## config.mk

```make
export PLATFORM = sky130hd
export DESIGN_NAME = ccw_engine
export DESIGN_NICKNAME = d
export VERILOG_FILES = /design/src/rtl/channel_pkg.sv /design/src/rtl/ccw_byte_counter.sv /design/src/rtl/ccw_engine.sv
export SDC_FILE = /design/constraint.sdc
export NUM_CORES = 1
export LEC_CHECK = 0
export CAP_MARGIN = 40
export CORE_MARGIN = 2
export CORE_UTILIZATION = 44
export CTS_CLUSTER_DIAMETER = 200
export CTS_CLUSTER_SIZE = 30
export DETAILED_ROUTE_END_ITERATION = 6
export PLACE_DENSITY = 0.87
export REMOVE_ABC_BUFFERS = 1
export SETUP_SLACK_MARGIN = 0.15
export SYNTH_ARGS = -nofsm -noshare
export SYNTH_HDL_FRONTEND = slang
export SYNTH_SLANG_ARGS = --single-unit
```

## constraint.sdc

```tcl
create_clock -name clk -period 5.4 [get_ports clk]
set_clock_uncertainty 0.2 [all_clocks]
set_input_delay 1.08 -clock clk [delete_from_list [all_inputs] [get_ports clk]]
set_output_delay 1.08 -clock clk [all_outputs]
set_load 0.02 [all_outputs]
```

## src/rtl/channel_pkg.sv

```systemverilog
// Shared types and constants for the channel command-word engine.
// State encodings, command/status bit positions, condition codes.
package channel_pkg;

  typedef enum logic [2:0] {
    S_IDLE,
    S_START,
    S_WAIT_ACT,
    S_RUN,
    S_STOP_WAIT,
    S_FINISH
  } eng_state_t;

  localparam logic [7:0] CMD_TEST_IO   = 8'h00;
  localparam int         CMD_WRITE_BIT = 0;
  localparam int         STAT_DE_BIT   = 5;

  localparam logic [1:0] CC_OK        = 2'd0;
  localparam logic [1:0] CC_NOT_OPER  = 2'd3;

endpackage

```

## src/rtl/ccw_byte_counter.sv

```systemverilog
// Byte counter: load on request, decrement on strobe, never below zero.
// Ports: clk, reset, load/load_value in; dec in; zero, residual out.
module ccw_byte_counter #(
  parameter int COUNT_WIDTH = 16
) (
  input  logic                   clk,
  input  logic                   reset,
  input  logic                   load,
  input  logic [COUNT_WIDTH-1:0] load_value,
  input  logic                   dec,
  output logic                   zero,
  output logic [COUNT_WIDTH-1:0] residual
);

  logic [COUNT_WIDTH-1:0] count;

  always_ff @(posedge clk or posedge reset) begin
    if (reset) begin
      count <= '0;
    end else if (load) begin
      count <= load_value;
    end else if (dec && count != '0) begin
      count <= count - 1'b1;
    end
  end

  assign zero     = (count == '0);
  assign residual = count;

endmodule

```

## src/rtl/ccw_engine.sv

```systemverilog
// Command-word executor driving the parallel channel block and bridging
// its send/receive streams to host AXI-Streams with byte-count enforcement.
// Ports: req_* request in, done_* completion record out, chan_* channel
// controls/streams, host_tx_* (to device), host_rx_* (from device).
// Optional: CCW_SLI_EN adds req_sli to suppress incorrect-length reports.
module ccw_engine
  import channel_pkg::*;
#(
  parameter int COUNT_WIDTH = 16
) (
  input  logic                   clk,
  input  logic                   reset,
  input  logic                   req_valid,
  output logic                   req_ready,
  input  logic [7:0]             req_addr,
  input  logic [7:0]             req_command,
  input  logic [COUNT_WIDTH-1:0] req_count,
`ifdef CCW_SLI_EN
  input  logic                   req_sli,
`endif
  output logic                   done_valid,
  output logic [1:0]             done_cc,
  output logic [7:0]             done_status,
  output logic [COUNT_WIDTH-1:0] done_residual,
  output logic                   done_incorrect_length,
  output logic [7:0]             chan_addr,
  output logic [7:0]             chan_command,
  output logic                   chan_start,
  output logic                   chan_stop,
  input  logic                   chan_active,
  input  logic [1:0]             chan_condition_code,
  input  logic [7:0]             chan_status_tdata,
  input  logic                   chan_status_tvalid,
  output logic [7:0]             chan_send_tdata,
  output logic                   chan_send_tvalid,
  input  logic                   chan_send_tready,
  input  logic [7:0]             chan_recv_tdata,
  input  logic                   chan_recv_tvalid,
  output logic                   chan_recv_tready,
  input  logic [7:0]             host_tx_tdata,
  input  logic                   host_tx_tvalid,
  output logic                   host_tx_tready,
  output logic [7:0]             host_rx_tdata,
  output logic                   host_rx_tvalid,
  input  logic                   host_rx_tready
);

  eng_state_t state, state_next;

  logic [7:0] addr_q;
  logic [7:0] cmd_q;
  logic [7:0] status_q;
  logic       stopped_q;
  logic       wait_q;
  logic       sli_q;

  logic                   zero;
  logic [COUNT_WIDTH-1:0] residual;

  logic accept;
  logic is_write;
  logic xfer_ok;
  logic wr_path;
  logic rd_path;
  logic dec;
  logic overrun;
  logic stop_fire;
  logic fin;

  assign accept   = req_valid && (state == S_IDLE);
  assign is_write = cmd_q[CMD_WRITE_BIT];
  assign xfer_ok  = (state == S_RUN) && !zero;
  assign wr_path  = xfer_ok && is_write;
  assign rd_path  = xfer_ok && !is_write;
  assign fin      = (state == S_FINISH);

  // Streams are wired straight through only while bytes remain.
  assign chan_send_tvalid = wr_path && host_tx_tvalid;
  assign chan_send_tdata  = wr_path ? host_tx_tdata : 8'h00;
  assign host_tx_tready   = wr_path && chan_send_tready;

  assign host_rx_tvalid   = rd_path && chan_recv_tvalid;
  assign host_rx_tdata    = rd_path ? chan_recv_tdata : 8'h00;
  assign chan_recv_tready = rd_path && host_rx_tready;

  assign dec = (wr_path && host_tx_tvalid && chan_send_tready)
            || (rd_path && chan_recv_tvalid && host_rx_tready);

  // Device asks for a byte the count no longer allows.
  assign overrun = zero
                && (is_write ? chan_send_tready : chan_recv_tvalid);
  assign stop_fire = (state == S_RUN) && chan_active && overrun;

  ccw_byte_counter #(
    .COUNT_WIDTH (COUNT_WIDTH)
  ) u_counter (
    .clk        (clk),
    .reset      (reset),
    .load       (accept),
    .load_value (req_count),
    .dec        (dec),
    .zero       (zero),
    .residual   (residual)
  );

  always_comb begin
    state_next = state;
    chan_start = 1'b0;
    chan_stop  = 1'b0;
    done_valid = 1'b0;
    unique case (state)
      S_IDLE: begin
        if (req_valid) state_next = S_START;
      end
      S_START: begin
        chan_start = 1'b1;
        state_next = S_WAIT_ACT;
      end
      S_WAIT_ACT: begin
        if (chan_active) state_next = S_RUN;
        else if (wait_q) state_next = S_FINISH;
      end
      S_RUN: begin
        if (!chan_active) begin
          state_next = S_FINISH;
        end else if (overrun) begin
          chan_stop  = 1'b1;
          state_next = S_STOP_WAIT;
        end
      end
      S_STOP_WAIT: begin
        if (!chan_send_tready && !chan_recv_tvalid)
          state_next = S_RUN;
      end
      S_FINISH: begin
        done_valid = 1'b1;
        state_next = S_IDLE;
      end
      default: state_next = S_IDLE;
    endcase
  end

  always_ff @(posedge clk or posedge reset) begin
    if (reset) begin
      state     <= S_IDLE;
      addr_q    <= 8'h00;
      cmd_q     <= 8'h00;
      status_q  <= 8'h00;
      stopped_q <= 1'b0;
      wait_q    <= 1'b0;
    end else begin
      state  <= state_next;
      wait_q <= (state == S_WAIT_ACT);
      if (accept) begin
        addr_q    <= req_addr;
        cmd_q     <= req_command;
        status_q  <= 8'h00;
        stopped_q <= 1'b0;
      end else begin
        if (state != S_IDLE && chan_status_tvalid)
          status_q <= chan_status_tdata;
        if (stop_fire)
          stopped_q <= 1'b1;
      end
    end
  end

`ifdef CCW_SLI_EN
  always_ff @(posedge clk or posedge reset) begin
    if (reset) sli_q <= 1'b0;
    else if (accept) sli_q <= req_sli;
  end
`else
  assign sli_q = 1'b0;
`endif

  assign req_ready     = (state == S_IDLE);
  assign chan_addr     = addr_q;
  assign chan_command  = cmd_q;
  assign done_cc       = fin ? chan_condition_code : CC_OK;
  assign done_status   = fin ? status_q : 8'h00;
  assign done_residual = fin ? residual : '0;

  // TEST_IO ignores the count; only a stop makes it a length error.
  assign done_incorrect_length = fin && !sli_q
    && (stopped_q || (!zero && cmd_q != CMD_TEST_IO));

endmodule

```

* Word level (Yosys, flattened, before mapping)
Index checks and enable logic that the tools add are counted.
** Word-level totals
- Bits in registers :: 45
- Input bits :: 67
- Output and inout port bits :: 67
** Operators by class
- $add $sub $neg :: 1
- Equal/unequal tests :: 9
- Multiplexer cells :: 24
- Reductions and logical operators :: 33
** Operators by type and width (number)
- 16-bit 2-to-1 mux :: 3
- 8-bit 2-to-1 mux :: 5
- 1-bit logical AND :: 18
- 3-bit 2-to-1 mux :: 6
- 16-bit logical NOT :: 1
- 16-bit nonzero test :: 1
- 16-bit by 1-bit subtractor with 16-bit output, second input constant :: 1
- 3-bit case mux with 5 select lines :: 1
- 1-bit 2-to-1 mux :: 8
- 8-bit nonzero test :: 1
- 3-bit by 2-bit equality test with 1-bit output, second input constant :: 2
- 3-bit equality test, second input constant :: 2
- 3-bit inequality test, second input constant :: 2
- 2-bit nonzero test :: 3
- 1-bit logical NOT :: 4
- 2-bit inequality test, second input constant :: 2
- 4-bit AND reduction :: 1
- 3-bit by 1-bit equality test with 1-bit output, second input constant :: 1
- 3-bit logical NOT :: 1
- 3-bit nonzero test :: 1
- 1-bit logical OR :: 2
- 2-bit 2-to-1 mux :: 1

* Longest topological paths before layout
- Depth after elaboration :: 10
- Depth in mapped cells :: 9

* Cells and area by module
A second synthesis with hierarchy kept.
** Second synthesis, totals
- Cell total of the unflattened synthesis :: 319
- Area, all modules :: 2681.3 µm²
** By module, submodules not included
- ccw_engine :: times used 1, cells each 197, area an instance 1646.6 µm², sequential area each 725.7 µm²
- ccw_byte_counter :: times used 1, cells each 122, area an instance 1034.7 µm², sequential area each 400.4 µm²

* Worst setup path after synthesis
OpenSTA, ideal clock, no wires.
- Path type :: register to output
- From :: register u_counter.count[6] (netlist: u_counter.residual[6])
- To :: output chan_send_tdata[0]
- Arrival :: 1.844 ns
- Data required time :: 4.120 ns
- Path slack :: 2.276 ns
- Cell stages (with the launch flop) :: 7
- Cells stage by stage :: dfrtp_1 or4_4 nand4bb_1 buf_4 and3_4 buf_6 and2_4
** On the way
- Longest elaborated chain between the ends :: 5
** Ends and longest elaborated chain
- from (decl) :: RTL line ccw_byte_counter.sv:15 : logic [COUNT_WIDTH-1:0] count;
- from (signal assigned) :: RTL line ccw_byte_counter.sv:21 : count <= load_value;
- from (signal assigned) :: RTL line ccw_byte_counter.sv:23 : count <= count - 1'b1;
- 16-bit logical NOT :: RTL line ccw_byte_counter.sv:27 : assign zero = (count == '0);
- 1-bit logical NOT :: RTL line ccw_engine.sv:72 : assign xfer_ok = (state == S_RUN) && !zero;
- 1-bit logical AND :: RTL line ccw_engine.sv:72
- 1-bit logical AND :: RTL line ccw_engine.sv:73 : assign wr_path = xfer_ok && is_write;
- 8-bit 2-to-1 mux :: RTL line ccw_engine.sv:79 : assign chan_send_tdata = wr_path ? host_tx_tdata : 8'h00;
- to (decl) :: RTL line ccw_engine.sv:34 : output logic [7:0] chan_send_tdata,
Every way passes these cells.

* Worst setup path in the final report
- From :: register u_counter.count[6] (netlist: u_counter.residual[6])
- To :: output chan_send_tdata[2]
Same word-level chain as after synthesis.

==> results.toml <==
[status]
status = "complete, no violations"

[timing]
tightest_slew_ns = 0.796
fin_setup_tns_ns = 0
fin_crit_ns = 4.20
max_freq_mhz = 238
hold_viol = 0
slew_headroom = 0.469
fin_crit_sh = 0.778
slew_viol_final = 0
finalSetupViolCount = 0
rsz0062_at_grt = "false"

[layout]
num_antenna_cells = 0
num-nets-final = 498
multi_input_area_mm2 = 0.00143
syn2layout_area_growth_pct = 57.5
fillCellCount = 454
drive_above_1_share = 0.0884
fin_util = 0.715
seq_area_mm2 = 0.00113

[global_routing]
grt_pass1_wl_um = 11900
grt_pass1_vias = 2643
grtUsageTotal = 0.230
grt_overflow = 0
antenna_found_initial = 0
grt_max_degree = 29

[cts]
cts_max_path_buffers = 2
clock_sinks = 45
htreeDepth = 2
cts_made_buffers = 5
clk_latency_ns = 0.30
clkTransAtPathRegs_ns = 0.09
cts_resized = 0
root_buffer = "clkbuf_8"
cts_tree = "yes"
hold_buffers = 0
cts_post_setup_buffers_inserted = 0

[setup_path]
critPathSlowestCell = "or4_4"
cp_max_fo = 10
path_delay_family = "simple AND/OR/NAND/NOR gates"
cpPeakStageDelay_ns = 0.61
critPathRequiredTime_ns = 4.12
path_cells = "or4_4 > nand4bb_1 > and3_4 > and2_4 > clkdlybuf4s50_1"
cp-start-kind = "flop"
endpoint_kind = "primary output"
worstPathArrival_ns = 2.92
path_buf_inv = 1
critPathKind = "reg -> out"

[yosys]
synth_top_family_by_area = "simple AND/OR/NAND/NOR gates"
ys_async_sr_fraction = 1.00
synth_fa_ha_area_frac = 0.00937
synth-simple-area-share = 0.354
postSynthCellCount = 302
synth_edf_count = 0
ys.flop_type = "dfrtp_1"
yosysSeqAreaShare = 0.422
postSynthAreaPerCell_um2 = 8.85
ys_types = 46
synth_xor_area_frac = 0.0426
synth_mux_area_frac = 0.0117
synth_compound_gate_area_share = 0.118
ys_ff_latch = 45
syn_area_mm2 = 0.00267
ys_warn_count = 0

[die]
ios = 134
die_w_um = 81.9
die_h_um = 81.9
coreArea_mm2 = 0.00589
start_util = 0.454
rows = 28
die_area_mm2 = 0.00671

[pwr]
ir_drop_mv = 0.277
finalPower_w = 0.00189
p_leak_nw = 1.81
p_per_area_mw_per_mm2 = 449

[routing]
vias = 2704
finalWirelength_um = 7530
wl_per_cell_um = 14.9
drtPass1Iterations = 4
first_iter_violations = 141
viasPerCell = 5.35
route.antenna.remaining_nets = 0
drcViolationCount = 0

[min_path]
min_path_type = "reg -> reg"

[place]
gp_congestion = 0.841
hpwl_um = 5700
portBuffers = 133

[job]
drv_cap = 0
==> per-layer routing <==
layer / global-route usage / up-vias / wire [um]
li1: - / 1296 / -
met1: 0.281 / 1282 / 2920
met2: 0.398 / 117 / 3760
met3: 0.0648 / 9 / 781
met4: 0.0650 / 0 / 68
met5: 0 / - / 0
==> metrics by stage <==
step / hold slack, ns / setup WS (ns) / cells / instance area [um^2]
floorplan: 0.258 / 1.80 / 283 / 2580
global placement: 0.257 / 1.34 / 494 / 4030
detailed placement: 0.263 / 1.32 / 497 / 4090
CTS: 0.283 / 1.18 / 505 / 4210
global route: 0.305 / 1.03 / 505 / 4210
finish: 0.278 / 1.20 / 505 / 4210
==> final timing paths <==
check | cells past startpoint | startpoint | slack, ns | to
hold reg to reg | 2 | chan_addr[0] | 0.28 | chan_addr[0]
min in group asynchronous | 2 | reset | 0.95 | chan_addr[2]
max in group asynchronous | 3 | reset | 3.57 | chan_command[7]
hold / removal | 2 | chan_addr[0] | 0.28 | chan_addr[0]
setup reg to reg | 5 | state[0] | 2.59 | status_q[0]
setup / recovery | 5 | u_counter.residual[6] | 1.20 | chan_send_tdata[2]
==> where the power goes <==
| group | internal (W) | switching, W |
|---|---|---|
| registers | 0.000494 | 0.000169 |
| logic | 0.000459 | 0.000502 |
| clock network | 0.000150 | 0.000118 |
| total | 0.00110 | 0.000789 |
==> sequential cells by signal (all words and copies together) (netlist names) <==
name                flops
chan_command            8
wait_q                  1
u_counter.residual     16
chan_addr               8
status_q                8
stopped_q               1
state                   3
==> placed cells by master (no fill, tap or decap), types with 2 or more instances in the layout <==
| cell | count |
|---|---|
| buf_16 | 2 |
| nor2b_1 | 3 |
| a21oi_1 | 3 |
| clkbuf_8 | 6 |
| and2_4 | 10 |
| nor2_1 | 13 |
| a22o_1 | 8 |
| mux2i_1 | 2 |
| o211ai_1 | 2 |
| nand4b_1 | 4 |
| inv_1 | 5 |
| and2_1 | 12 |
| nand4_1 | 3 |
| ha_1 | 2 |
| a2111oi_4 | 2 |
| o21ai_1 | 8 |
| and3_1 | 26 |
| nand2_1 | 71 |
| nor4_1 | 4 |
| nor3_1 | 6 |
| nand2b_1 | 2 |
| nand3b_2 | 2 |
| nand3_1 | 6 |
| buf_4 | 4 |
| nand3b_1 | 2 |
| clkdlybuf4s50_1 | 133 |
| o21ai_0 | 11 |
| dfrtp_1 | 45 |
| or4_4 | 2 |
| xor2_1 | 12 |
==> cells by family after synthesis <==
| family | Yosys count |
|---|---|
| AOI/OAI and AO/OA | 42 |
| xor gates and xnor gates | 13 |
| adders and majority gates | 2 |
| buffers and inverters | 25 |
| DFF | 45 |
| muxes | 3 |
| and+or+nand+nor | 172 |
==> cells in the mapped netlist, types with 2 or more instances <==
cell / count / area, um^2
a22o_1: 8 / 70.1
and2_4: 10 / 87.6
nand2_1: 71 / 267
a2111oi_4: 2 / 55.1
nand4_1: 3 / 18.8
nor3_1: 6 / 30.0
xor2_1: 12 / 105
dfrtp_1: 45 / 1130
nor2_1: 13 / 48.8
buf_6: 2 / 22.5
nand2b_1: 2 / 12.5
o211ai_1: 2 / 15.0
mux2i_1: 2 / 20.0
and3_1: 26 / 163
nand4b_1: 4 / 35.0
nand3b_1: 2 / 15.0
nor4_1: 4 / 25.0
o21ai_0: 11 / 55.1
o21ai_1: 8 / 40.0
clkbuf_1: 13 / 48.8
nand3_1: 6 / 30.0
ha_1: 2 / 25.0
inv_1: 6 / 22.5
and2_1: 12 / 75.1
nand3b_2: 2 / 22.5
nor2b_1: 3 / 18.8
a21oi_1: 3 / 15.0
or4_4: 2 / 22.5
buf_2: 3 / 15.0
==> final cells by class <==
class / count / share of cell area
Clock buffer: 6 / 0.0196
Sequential cell: 45 / 0.268
Multi-Input combinational cell: 232 / 0.340
Timing Repair Buffer: 139 / 0.337
Clock inverter: 2 / 0.00892
Inverter: 6 / 0.00535
Tap cell: 75 / 0.0223
==> worst reg2reg max path, cell delays in order, from the launching register on <==
cell	delay, ns
dfrtp_1	0.54
buf_16	0.24
nor3_1	0.40
and2_1	0.72
nor2_1	0.34
a22o_1	0.27
Note: power is estimated with default switching activity, not from simulation.
